## config.mk

```make
export PLATFORM = sky130hd
export DESIGN_NAME = temp_window_monitor
export DESIGN_NICKNAME = d
export VERILOG_FILES = /design/src/rtl/temp_mon_pkg.sv /design/src/rtl/temp_window_cmp.sv /design/src/rtl/temp_window_monitor.sv
export SDC_FILE = /design/constraint.sdc
export NUM_CORES = 1
export LEC_CHECK = 0
export CORE_MARGIN = 8
export CORE_UTILIZATION = 52
export CTS_CLUSTER_DIAMETER = 80
export DETAILED_ROUTE_END_ITERATION = 16
export PLACE_DENSITY = 0.74
export SYNTH_ARGS = -nofsm -noshare
export SYNTH_HDL_FRONTEND = slang
export SYNTH_SLANG_ARGS = --single-unit
```

## constraint.sdc

```tcl
create_clock -name clk -period 4.1 [get_ports clk]
set_input_delay 0.615 -clock clk [delete_from_list [all_inputs] [get_ports clk]]
set_output_delay 0.615 -clock clk [all_outputs]
set_load 0.005 [all_outputs]
```

## src/rtl/temp_mon_pkg.sv

```systemverilog
// Shared types and constants for the temperature window monitor.
// State encoding is fixed so mon_state can be decoded by downstream logic.
package temp_mon_pkg;

   typedef enum logic [2:0] {
      ST_NORMAL    = 3'd0,
      ST_PEND_LOW  = 3'd1,
      ST_LOW       = 3'd2,
      ST_PEND_HIGH = 3'd3,
      ST_HIGH      = 3'd4
   } mon_state_t;

   localparam logic [7:0] TEMP_LOW_DEFAULT  = 8'h23;
   localparam logic [7:0] TEMP_HIGH_DEFAULT = 8'h27;

   function automatic logic is_alarm(input mon_state_t s);
      return (s == ST_LOW) || (s == ST_HIGH);
   endfunction

endpackage

```

## src/rtl/temp_window_cmp.sv

```systemverilog
// Combinational threshold comparator with saturating hysteresis margins.
// Margins use one extra bit so low+HYST and high-HYST cannot wrap.
module temp_window_cmp #(
   parameter int WIDTH = 8,
   parameter int HYST  = 1
) (
   input  logic [WIDTH-1:0] t,
   input  logic [WIDTH-1:0] low,
   input  logic [WIDTH-1:0] high,
   output logic             below_low,
   output logic             above_high,
   output logic             exit_low,
   output logic             exit_high
);

   localparam logic [WIDTH:0] HYST_W = (WIDTH+1)'(HYST);
   localparam logic [WIDTH:0] MAX_W  = {1'b0, {WIDTH{1'b1}}};

   logic [WIDTH:0] t_w;
   logic [WIDTH:0] low_sum;
   logic [WIDTH:0] low_margin;
   logic [WIDTH:0] high_margin;

   assign t_w         = {1'b0, t};
   assign low_sum     = {1'b0, low} + HYST_W;
   assign low_margin  = (low_sum > MAX_W) ? MAX_W : low_sum;
   assign high_margin = ({1'b0, high} < HYST_W) ? '0 : ({1'b0, high} - HYST_W);

   assign below_low  = (t < low);
   assign above_high = (t > high);
   assign exit_low   = (t_w >= low_margin);
   assign exit_high  = (t_w <= high_margin);

endmodule

```

## src/rtl/temp_window_monitor.sv

```systemverilog
// Debounced temperature window monitor: programmable thresholds, excursion
// debounce, hysteretic exit, sticky alarm and config-rejection pulse.
module temp_window_monitor
   import temp_mon_pkg::*;
#(
   parameter int                WIDTH     = 8,
   parameter logic [WIDTH-1:0]  LOW_INIT  = WIDTH'(TEMP_LOW_DEFAULT),
   parameter logic [WIDTH-1:0]  HIGH_INIT = WIDTH'(TEMP_HIGH_DEFAULT),
   parameter int                HYST      = 1,
   parameter int                DEBOUNCE  = 3
) (
   input  logic             clk,
   input  logic             rst_n,
   input  logic             sample_valid,
   input  logic [WIDTH-1:0] temperature,
   input  logic             cfg_we,
   input  logic [WIDTH-1:0] cfg_low,
   input  logic [WIDTH-1:0] cfg_high,
   input  logic             alarm_clear,
   output logic             low_abn,
   output logic             high_abn,
   output logic             alarm_sticky,
   output logic             cfg_error,
   output logic [2:0]       mon_state
);

   localparam int             CW    = $clog2(DEBOUNCE + 1);
   localparam logic [CW-1:0]  ONE   = CW'(1);
   localparam logic [CW-1:0]  DEB_C = CW'(DEBOUNCE);
   localparam mon_state_t     ENTRY_LOW  = (DEBOUNCE == 1) ? ST_LOW  : ST_PEND_LOW;
   localparam mon_state_t     ENTRY_HIGH = (DEBOUNCE == 1) ? ST_HIGH : ST_PEND_HIGH;

   mon_state_t       state_q, state_d;
   logic [CW-1:0]    cnt_q, cnt_d;
   logic [WIDTH-1:0] low_q, low_d, high_q, high_d;
   logic             low_abn_q, high_abn_q, sticky_q, sticky_d, cfg_err_q;
   logic             below_low, above_high, exit_low, exit_high;
   logic             cfg_ok;

   temp_window_cmp #(.WIDTH(WIDTH), .HYST(HYST)) u_cmp (
      .t          (temperature),
      .low        (low_q),
      .high       (high_q),
      .below_low  (below_low),
      .above_high (above_high),
      .exit_low   (exit_low),
      .exit_high  (exit_high)
   );

   assign cfg_ok = cfg_low < cfg_high;

   always_comb begin
      state_d = state_q;
      cnt_d   = cnt_q;
      low_d   = low_q;
      high_d  = high_q;
      // A config write always consumes the cycle, so a coincident sample is dropped.
      if (cfg_we) begin
         if (cfg_ok) begin
            low_d   = cfg_low;
            high_d  = cfg_high;
            state_d = ST_NORMAL;
            cnt_d   = '0;
         end
      end else if (sample_valid) begin
         case (state_q)
            ST_NORMAL: begin
               if (below_low)       begin state_d = ENTRY_LOW;  cnt_d = ONE; end
               else if (above_high) begin state_d = ENTRY_HIGH; cnt_d = ONE; end
            end
            ST_PEND_LOW: begin
               if (below_low) begin
                  if (cnt_q >= DEB_C - ONE) begin state_d = ST_LOW; cnt_d = DEB_C; end
                  else                              cnt_d = cnt_q + ONE;
               end else if (above_high) begin state_d = ENTRY_HIGH; cnt_d = ONE; end
               else                     begin state_d = ST_NORMAL;  cnt_d = '0;  end
            end
            ST_PEND_HIGH: begin
               if (above_high) begin
                  if (cnt_q >= DEB_C - ONE) begin state_d = ST_HIGH; cnt_d = DEB_C; end
                  else                               cnt_d = cnt_q + ONE;
               end else if (below_low) begin state_d = ENTRY_LOW; cnt_d = ONE; end
               else                    begin state_d = ST_NORMAL; cnt_d = '0;  end
            end
            ST_LOW: begin
               if (above_high)    begin state_d = ENTRY_HIGH; cnt_d = ONE; end
               else if (exit_low) begin state_d = ST_NORMAL;  cnt_d = '0;  end
            end
            ST_HIGH: begin
               if (below_low)      begin state_d = ENTRY_LOW; cnt_d = ONE; end
               else if (exit_high) begin state_d = ST_NORMAL; cnt_d = '0;  end
            end
            default: begin state_d = ST_NORMAL; cnt_d = '0; end
         endcase
      end
   end

   // Entering an alarm state beats a simultaneous clear.
   always_comb begin
      sticky_d = sticky_q;
      if (is_alarm(state_d) && (state_d != state_q)) sticky_d = 1'b1;
      else if (alarm_clear)                          sticky_d = 1'b0;
   end

   always_ff @(posedge clk or negedge rst_n) begin
      if (!rst_n) begin
         state_q    <= ST_NORMAL;
         cnt_q      <= '0;
         low_q      <= LOW_INIT;
         high_q     <= HIGH_INIT;
         low_abn_q  <= 1'b0;
         high_abn_q <= 1'b0;
         sticky_q   <= 1'b0;
         cfg_err_q  <= 1'b0;
      end else begin
         state_q    <= state_d;
         cnt_q      <= cnt_d;
         low_q      <= low_d;
         high_q     <= high_d;
         low_abn_q  <= (state_d == ST_LOW);
         high_abn_q <= (state_d == ST_HIGH);
         sticky_q   <= sticky_d;
         cfg_err_q  <= cfg_we && !cfg_ok;
      end
   end

   assign low_abn      = low_abn_q;
   assign high_abn     = high_abn_q;
   assign alarm_sticky = sticky_q;
   assign cfg_error    = cfg_err_q;
   assign mon_state    = state_q;

endmodule

```

==> out/metrics.cfg <==
[floorplanning]
dieArea_sq_um=7440
initial_core_util=0.540
rows=25
core_area_sq_um=4750
die_h_um=86.3
io-pin-count=36
die_x_um=86.3

[setup_path]
critical_path_peak_fanout=9
rr_worst_depth=16
cp_top_family=compound AO/OA/AOI/OAI gates
end_kind=flip-flop
cp_data_arrival_time_ns=3.91
slowest_stage=dfstp_2
max_stage_delay_ns=0.62
timing.critical_path.required_ns=4.28
rrSetupSlack_ns=0.37
timing.critical_path.buf_inv=0
r2r-end=alarm_sticky
r2r-start=low_q[0]
cp-start-kind=flip-flop
crit_chain=ha_1 > nor2b_1 > a21oi_1 > o21ai_0 > nand3_1 > a211oi_2 > nor2_1 > ha_1 > and3_1 > nand3_1 > a21oi_1 > a211oi_1 > a32o_1 > a221o_1 > or2_1 > a311oi_2
crit_type=flip-flop to flip-flop

[job]
drv_cap=0

[synth]
syn_inst=294
netlist.area_leader.share=0.200
yosysWarningCount=0
syn_area_sq_um=2570
async_reset_ff_frac=1.00
yosysMostFrequentCell=ha_1
ys_seq_area_frac=0.247
synth_seq_cells=25
synth_top_area_cell=ha_1
synth.distinct_cells=64
synth_area_per_cell_sq_um=8.73
synth_edf_count=0
syn_nets=364
ys.flop_type=dfrtp_1
yosys-top-cells-count=ha_1 (41), inv_1 (30), nand2_1 (22)
synthTopCellsByArea=ha_1 (20%), dfrtp_1 (18%), dfstp_2 (7.2%), inv_1 (4.4%), mux2_2 (4.4%)

[finish]
synthToLayoutAreaGrowth_pct=18.7
diodes=0
drive_gt1_frac=0.130
fill_cells=441
stdcell_count=397
multi_input_area_sq_um=1810
final_core_util=0.641
final_nets=401
area.sequential_sq_um=634

[drt]
vias=2272
drtIter0Drc=136
wl_um=6220
via_per_inst=5.72
wire_per_inst_um=15.7
dr.pass1.iters=4
drc_errors=0
antenna_left=0

[power]
power_switching_mw=0.477
share_seq_of_total_power=0.333
combPwrFrac=0.541
swShare=0.416
powerDensity_nw_per_um2=376
totalPowerFinal_mw=1.15
peakVddDrop_v=0.000251
power_leakage_nw=1.37
internal_power_mw=0.669
pwr-share-clk=0.126

[sta]
final.setup_skew_ns=0.00399
slew_headroom=0.601
finalHoldViolCount=0
fmax_mhz=268
tns_ns=0
period_needed_ns=3.73
tightest_slew_ns=0.583
slew_viol_final=0
setup_ws_ns=0.372
setup_viol=0
period_share=0.909

[worst_hold_path]
min_path_type=flip-flop to flip-flop
hold_end=high_q[1]
min_path_cells=2
holdCritStartpoint=high_q[1]

[clocking]
clk_pin_slew_worst_paths_ns=0.09
cts_sinks=25
clkLatencyLatePin_ns=0.27
cts_max_level=1
cts_tree=done
post_cts_resized=0
cts_inserted_buffers=3
cts_root_buffer=clkbuf_8
ctsHoldBuffers=0
post_cts_buffers=0
cts_buffer_depth=2

[grt]
antenna_found_initial=0
grt.overflow.total=0
grt_pass1_vias=2249
grt_usage=0.176
grt_pass1_wl_um=10800
grt_max_degree=24

[placement]
dp_hpwl_um=5190
portBuffers=35
finalWeightedCongestion=0.909
pre_cts_ws_ns=0.316
dp.cells=393

[status]
status=finished clean

state kept, by name, summed over array words and instances (netlist names):
name          flops
mon_state         3
cnt_q             2
low_abn           1
alarm_sticky      1
low_q             8
high_abn          1
high_q            8
cfg_error         1
final cells by class:
cell class	count	area share
multi-input combinational	234	0.592
sequential	25	0.208
timing repair buffer	37	0.120
inverter	30	0.0369
tap	67	0.0275
clock buffer	3	0.0135
clock inverter	1	0.00164
how the worst max path moves through the flow:
stage                     depth (start not counted)            to  startpoint  slack (ns)
after global placement                           16  alarm_sticky    low_q[0]        0.41
after detailed placement                         16  alarm_sticky    low_q[0]        0.32
after global routing                             16  alarm_sticky    low_q[0]      -0.008
final                                            16  alarm_sticky    low_q[0]        0.37
after floorplan                                  16  alarm_sticky    low_q[0]        0.62
after CTS                                        16  alarm_sticky    low_q[0]        0.31
layer usage:
layer	up-vias	part of all wire	wire, um	GRT usage
met5	-	0	0	0
met3	5	0.039	244	0.0265
met2	50	0.46	2890	0.290
met1	1060	0.49	3040	0.235
met4	0	0.0077	48	0.0423
li1	1157	-	-	-
power by group through the flow:
stage	clock network, mW	registers (mW)	logic [mW]
2_1_floorplan	0	0.359	0.449
3_3_place_gp	0	0.381	0.603
3_5_place_dp	0	0.383	0.618
4_1_cts	0.147	0.378	0.621
5_1_grt	0.161	0.388	0.702
6_report	0.144	0.381	0.620
metrics by stage:
step / cell area [sq um] / hold slack [ns]
6_report: 3050 / 0.509
5_1_grt: 3050 / 0.535
4_1_cts: 3040 / 0.506
3_5_place_dp: 3000 / 0.494
3_3_place_gp: 3000 / 0.487
2_1_floorplan: 2570 / 0.319
kinds of logic after synthesis:
| logic type | count (synthesis) | share of synthesized area |
|---|---|---|
| adders and majority gates | 41 | 0.200 |
| muxes | 13 | 0.0556 |
| AOI/OAI and AO/OA | 72 | 0.213 |
| DFF | 25 | 0.247 |
| buffers and inverters | 35 | 0.0517 |
| and+or+nand+nor | 103 | 0.216 |
| xor gates and xnor gates | 5 | 0.0171 |
cells in the final DEF (no fill, tap or decap), types with 4 or more instances in the layout:
cell type        instances
ha_1                    41
clkdlybuf4s50_1         35
inv_1                   30
nand2_1                 22
dfrtp_1                 18
nor2_1                  17
a21oi_1                 15
o21ai_0                 13
nand3_1                 12
mux2_2                  10
nor3_1                   9
nor2b_1                  8
dfstp_2                  7
nand2b_1                 6
xnor2_1                  5
nor4_1                   4
a21o_1                   4
worst register-to-register path: cells and delay by family, from the launching register on:
| family | cells | cell delay [ns] |
|---|---|---|
| AND/OR/NAND/NOR | 6 | 0.88 |
| AO/OA/AOI/OAI | 8 | 1.59 |
| flip-flops | 1 | 0.62 |
| adder cells (fa/ha/maj) | 2 | 0.53 |
Power figures use the tool's default switching activity.
